==> config.mk <==
export PLATFORM = sky130hd
export DESIGN_NAME = pulse_timer
export DESIGN_NICKNAME = d
export VERILOG_FILES = /design/src/rtl/pulse_timer.sv
export SDC_FILE = /design/constraint.sdc
export NUM_CORES = 1
export LEC_CHECK = 0
export ABC_AREA = 0
export BUFFER_PORTS_ARGS = -buffer_cell sky130_fd_sc_hd__buf_2
export CAP_MARGIN = 20
export CORE_ASPECT_RATIO = 1.4
export CORE_MARGIN = 2
export CORE_UTILIZATION = 54
export CTS_CLUSTER_SIZE = 10
export DETAILED_ROUTE_END_ITERATION = 7
export PLACE_DENSITY = 0.82
export SLEW_MARGIN = 10
export SYNTH_ARGS = -nofsm -noshare
export SYNTH_HDL_FRONTEND = slang
export SYNTH_SLANG_ARGS = --single-unit
==> constraint.sdc <==
create_clock -name i_clk -period 2.9 [get_ports i_clk]
set_input_delay 0.58 -clock i_clk [delete_from_list [all_inputs] [get_ports i_clk]]
set_output_delay 0.58 -clock i_clk [all_outputs]
set_load 0.02 [all_outputs]
==> src/rtl/pulse_timer.sv <==
// Phase-width timer for the WS2812 decode path: counts enable ticks per line phase,
// publishes each completed phase width on the next edge and saturates at SAT_COUNT.
// Optional latch/reset (long low) detection enabled by PULSE_TIMER_RESET_DET_EN.

package pipeline_types;
  typedef struct packed {
    logic rising;
    logic falling;
  } control_path_t;
endpackage

module pulse_timer #(
  parameter int WIDTH       = 10,
  parameter int SAT_COUNT   = 512,
  parameter int RESET_TICKS = 400
) (
  input  logic                          i_clk,
  input  logic                          i_reset_n,
  input  logic                          i_count_enable,
  input  pipeline_types::control_path_t i_control,
  output logic [WIDTH-1:0]              o_count,
  output logic [WIDTH-1:0]              o_width,
  output logic                          o_width_valid,
  output logic                          o_width_is_high,
  output logic                          o_saturated,
  output logic                          o_glitch,
  output logic                          o_reset_det
);

  localparam logic [WIDTH-1:0] SAT = WIDTH'(SAT_COUNT);

  if (WIDTH < 4 || WIDTH > 16) begin : g_bad_width
    $error("pulse_timer: WIDTH out of range");
  end
  if (SAT_COUNT < 1 || SAT_COUNT > (1 << WIDTH) - 1) begin : g_bad_sat
    $error("pulse_timer: SAT_COUNT out of range");
  end
  if (RESET_TICKS < 1 || RESET_TICKS > SAT_COUNT) begin : g_bad_rst
    $error("pulse_timer: RESET_TICKS out of range");
  end

  logic [WIDTH-1:0] r_count;
  logic [WIDTH-1:0] r_width;
  logic             r_width_valid;
  logic             r_width_is_high;
  logic             r_glitch;
  logic             r_level;
  logic             r_primed;

  logic w_edge;
  logic w_both;
  logic w_at_sat;

  assign w_edge   = i_control.rising | i_control.falling;
  assign w_both   = i_control.rising & i_control.falling;
  assign w_at_sat = (r_count == SAT);

  always_ff @(posedge i_clk or negedge i_reset_n) begin
    if (!i_reset_n) begin
      r_count         <= '0;
      r_width         <= '0;
      r_width_valid   <= 1'b0;
      r_width_is_high <= 1'b0;
      r_glitch        <= 1'b0;
      r_level         <= 1'b0;
      r_primed        <= 1'b0;
    end else begin
      r_width_valid <= 1'b0;
      r_glitch      <= 1'b0;
      if (w_edge) begin
        // Edge wins over any enable in the same cycle.
        r_count <= '0;
        if (w_both) begin
          r_glitch <= 1'b1;
        end else begin
          // The phase before the first edge was not fully seen, so it is not published.
          if (r_primed) begin
            r_width         <= r_count;
            r_width_is_high <= i_control.falling;
            r_width_valid   <= 1'b1;
          end
          r_level  <= i_control.rising;
          r_primed <= 1'b1;
        end
      end else if (i_count_enable && !w_at_sat) begin
        r_count <= r_count + 1'b1;
      end
    end
  end

`ifdef PULSE_TIMER_RESET_DET_EN
  localparam logic [WIDTH-1:0] RT_M1 = WIDTH'(RESET_TICKS - 1);

  logic r_reset_det;

  // RESET_TICKS <= SAT_COUNT, so the step from RT_M1 is never blocked by saturation.
  always_ff @(posedge i_clk or negedge i_reset_n) begin
    if (!i_reset_n) r_reset_det <= 1'b0;
    else            r_reset_det <= !w_edge && i_count_enable && !r_level && (r_count == RT_M1);
  end

  assign o_reset_det = r_reset_det;
`else
  assign o_reset_det = 1'b0;
`endif

  assign o_count         = r_count;
  assign o_width         = r_width;
  assign o_width_valid   = r_width_valid;
  assign o_width_is_high = r_width_is_high;
  assign o_saturated     = w_at_sat;
  assign o_glitch        = r_glitch;

endmodule

==> Yosys cells after proc, flatten, opt, wreduce, memory -nomap -nowiden <==
Index checks and enable logic that the tools add are counted.
W data, S select, Z words.
{ "word_totals": {"ramBits": 0, "latch_bits": 0, "wordCells": 23, "romBits": 0, "output_inout_bits": 25, "inputBits": 5, "register_bits": 24, "memories": 0} }
{ "op_classes": {"mul": 0, "order_cmp": 0, "shifts": 0, "n_div": 0, "mux": 7, "n_addsub": 1, "reduce_logical": 5, "n_bitwise": 3, "eq_ne": 1} }
{ "ops": {"columns": ["op", "count"], "rows": [
  ["$mux W10", 2],
  ["$add A10 B1 Y10 const B", 1],
  ["$eq A10 B10 Y1 const B", 1],
  ["$mux W1", 5],
  ["$reduce_and A3 Y1", 1],
  ["$reduce_and A2 Y1", 1],
  ["$reduce_bool A2 Y1", 1],
  ["$and A1 B1 Y1", 1],
  ["$logic_and A1 B1 Y1", 1],
  ["$logic_not A1 Y1", 1],
  ["$not A1 Y1", 1],
  ["$or A1 B1 Y1", 1]
]} }

==> Longest topological paths before layout <==
{ "logic_depth": {"ltp_word": 5, "ltp_mapped": 5, "depth_no_buf": 5} }

==> Worst setup path after synthesis <==
Ideal clock, no wire load.
{ "synth_timing": {"path_kind": "flip-flop to output port", "from": "register r_count[3], in the netlist o_count[3]", "to": "output o_saturated", "n_path_buf": 0, "path_stages_with_launch": 3, "path_slack_ps": 707, "arrival_time_ps": 1613, "required_time_ps": 2320, "path_cell_list": "dfrtp_1 -> or4_4 -> nor3_1"} }
{ "synth_between": {"elab_chain_cells": 1} }
{ "synth_rtl": {"columns": ["item", "line_no", "text"], "rows": [
  ["start: declaration", "42", "logic [WIDTH-1:0] r_count;"],
  ["start signal: assignment", "86", "r_count <= r_count + 1'b1;"],
  ["$eq A10 B10 Y1", "56", "assign w_at_sat = (r_count == SAT);"],
  ["end: declaration", "25", "output logic o_saturated,"]
]} }
No other way between the ends.

==> Worst setup path in the final report <==
Same ends and word-level chain as after synthesis.

==> flow_metrics.py <==
metrics = {
    "run_status": {
        "status": "finished, final reports clean",
    },
    "sta": {
        "fin_tns_setup_ns": 0,
        "fin_crit_sh": 0.839,
        "slew_headroom": 0.660,
        "grt_setup_unrepaired": "false",
        "setup_viol": 0,
        "tightest_slew_ns": 0.510,
        "fin_crit_ns": 2.43,
        "hold_viol": 0,
        "skew_ns": 0.00698,
        "drv_slew": 0,
        "fmax_ghz": 0.411,
    },
    "job": {
        "cap_violations": 0,
    },
    "grt": {
        "grt_pass1_wl_mm": 3.62,
        "antenna_found_initial": 0,
        "grt_usage": 0.194,
        "grt_max_degree": 25,
        "grt.overflow.total": 0,
        "grt_pass1_vias": 856,
    },
    "floorplanning": {
        "fp-row-count": 19,
        "die_h_microns": 57.9,
        "ioPinCount": 30,
        "core_sq_um": 1950,
        "die_area_sq_um": 2460,
        "die_w_microns": 42.5,
        "initial_core_util": 0.574,
    },
    "final_layout": {
        "fin_util": 0.674,
        "num-nets-final": 139,
        "diodes": 0,
        "drive_gt1_frac": 0.367,
        "area_growth_pct": 17.4,
    },
    "synthesis": {
        "avgSynthCellArea_sq_um": 11.3,
        "netlist-cell-type-count": 25,
        "ys_seq_area_frac": 0.537,
        "synth-main-ff-cell": "dfrtp_1",
        "synth_edf_count": 0,
        "synthTopCellsByArea": "dfrtp_1 (54%), mux2_2 (11%), ha_1 (5.6%)",
        "syn_inst": 99,
        "ys_top_cells_by_count": "dfrtp_1 (24), mux2_2 (11), nand2_1 (7)",
        "syn_nets": 109,
        "synth_area_sq_um": 1120,
        "synth_area_leader_cell": "dfrtp_1",
        "ys_warn_count": 0,
        "async_reset_ff_frac": 1.00,
        "ys_ff_latch": 24,
        "yosysMostFrequentCell": "dfrtp_1",
        "synth_top_area_share": 0.537,
    },
    "worst_setup_path": {
        "startpoint": "o_count[3]",
        "setup.worst_path.class": "reg2out",
        "start_kind": "flip-flop",
        "cp.arrival_ns": 1.85,
        "r2r_cells": 3,
        "worstPathMaxFanout": 7,
        "reg2reg_slack_ns": 1.12,
        "rr_startpoint": "o_count[3]",
        "crit_end": "o_saturated",
        "cp_top_family": "simple AND/OR/NAND/NOR gates",
        "critPathSlowestCell": "or4_4",
        "end_kind": "primary output",
        "path_buf_inv": 1,
        "crit_cells": 3,
        "r2r-end": "o_count[0]",
        "crit_chain": "or4_4 > nor3_1 > buf_2",
        "worst_path_largest_cell_delay_ns": 0.58,
        "required_ns": 2.32,
    },
    "power": {
        "worst_ir_drop_vdd_v": 0.000328,
        "p_per_area_nw_per_um2": 434,
        "power.leakage_nw": 0.666,
    },
    "worst_hold_path": {
        "hp-class": "in2async",
    },
    "detailed_routing": {
        "ant_nets": 0,
        "via_per_inst": 5.95,
        "wl_per_cell_microns": 14.7,
        "wirelength_mm": 2.18,
        "drtIter0Drc": 28,
        "dr.pass1.iters": 4,
        "drc_errors": 0,
        "vias": 887,
    },
    "cts": {
        "cts_resized": 0,
        "cts_setup_buffers": 0,
        "clock_path_buffers": 2,
        "hold_buffers": 0,
        "path_clk_slew_ns": 0.14,
        "clk_latency_ns": 0.31,
        "clock-sinks": 24,
        "cts_htree_levels": 1,
        "cts_tree": "built",
        "numCtsBuffers": 3,
        "cts_root_buf": "clkbuf_4",
    },
    "placement": {
        "io_buffer_count": 28,
        "routabilityCongestion": 0.810,
        "dp.final_hpwl_mm": 1.63,
    },
}
where the power goes:
group,internal [mW],total (mW),switching (mW)
clock network,0.0766,0.177,0.100
logic,0.0171,0.0493,0.0322
registers,0.340,0.344,0.00372
per-layer routing:
layer	GRT usage	wire length [microns]	part of all wire
met3	0.0218	112	0.051
met1	0.224	901	0.41
met2	0.354	1150	0.53
met4	0.0893	16	0.0073
met5	0	0	0
sequential cells by signal, indices dropped and copies added, names as in the netlist:
register,flops
o_count,10
o_glitch,1
o_width,10
o_width_is_high,1
o_width_valid,1
r_primed,1
how the worst min path moves through the flow:
stage / startpoint / to / slack (ns) / depth (start not counted)
5_1_grt: i_reset_n / o_width[9] / 0.25 / 1
3_3_place_gp: r_primed / r_primed / 0.44 / 1
3_5_place_dp: r_primed / r_primed / 0.47 / 1
4_1_cts: i_reset_n / o_width[9] / 0.23 / 1
2_1_floorplan: i_reset_n / o_count[0] / 0.28 / 0
6_report: i_reset_n / o_count[0] / 0.21 / 1
cell usage in the layout, fill, tap and decap left out, drive strengths merged:
cell type,count
clkbuf,4
nand3b,1
or3,6
inv,5
buf,29
or4,4
a21oi,5
nor2,3
o211ai,2
nor3b,1
nor3,2
o22a,2
dfrtp,24
o31ai,1
ha,5
nand3,2
conb,1
xor2,2
nand4,5
o21ai,5
or2,1
nand2,7
mux2,11
area by class of cell:
class                   count  area (sq um)
inverters                   5          18.8
flip-flops and latches     24           601
well taps                  21          26.3
clock buffers               4          36.3
multi-input cells          66           484
fillers                   159           636
repair buffers             29           148
stage by stage:
stage          std cells  hold slack, ns  power [mW]  instance area, sq um  setup slack [ns]
4_1_cts              149           0.230       0.571                  1310             0.487
3_3_place_gp         145           0.442       0.398                  1280             0.907
5_1_grt              149           0.249       0.593                  1310             0.407
6_report             149           0.211       0.570                  1310             0.467
2_1_floorplan         99           0.284       0.379                  1120             0.707
3_5_place_dp         145           0.467       0.401                  1280             0.851
logic make-up (layout without fill, tap and decap cells):
| kind of cell | Yosys count | count (layout) | share of synthesized area |
|---|---|---|---|
| xor gates and xnor gates | 2 | 2 | 0.0157 |
| buffers and inverters | 9 | 38 | 0.0347 |
| DFF | 24 | 24 | 0.537 |
| adders and majority gates | 5 | 5 | 0.0559 |
| and+or+nand+nor | 32 | 32 | 0.162 |
| AOI/OAI and AO/OA | 15 | 15 | 0.0805 |
| other | 1 | 1 | 0.00335 |
| muxes | 11 | 11 | 0.111 |
Note: power is estimated with default switching activity, not from simulation.
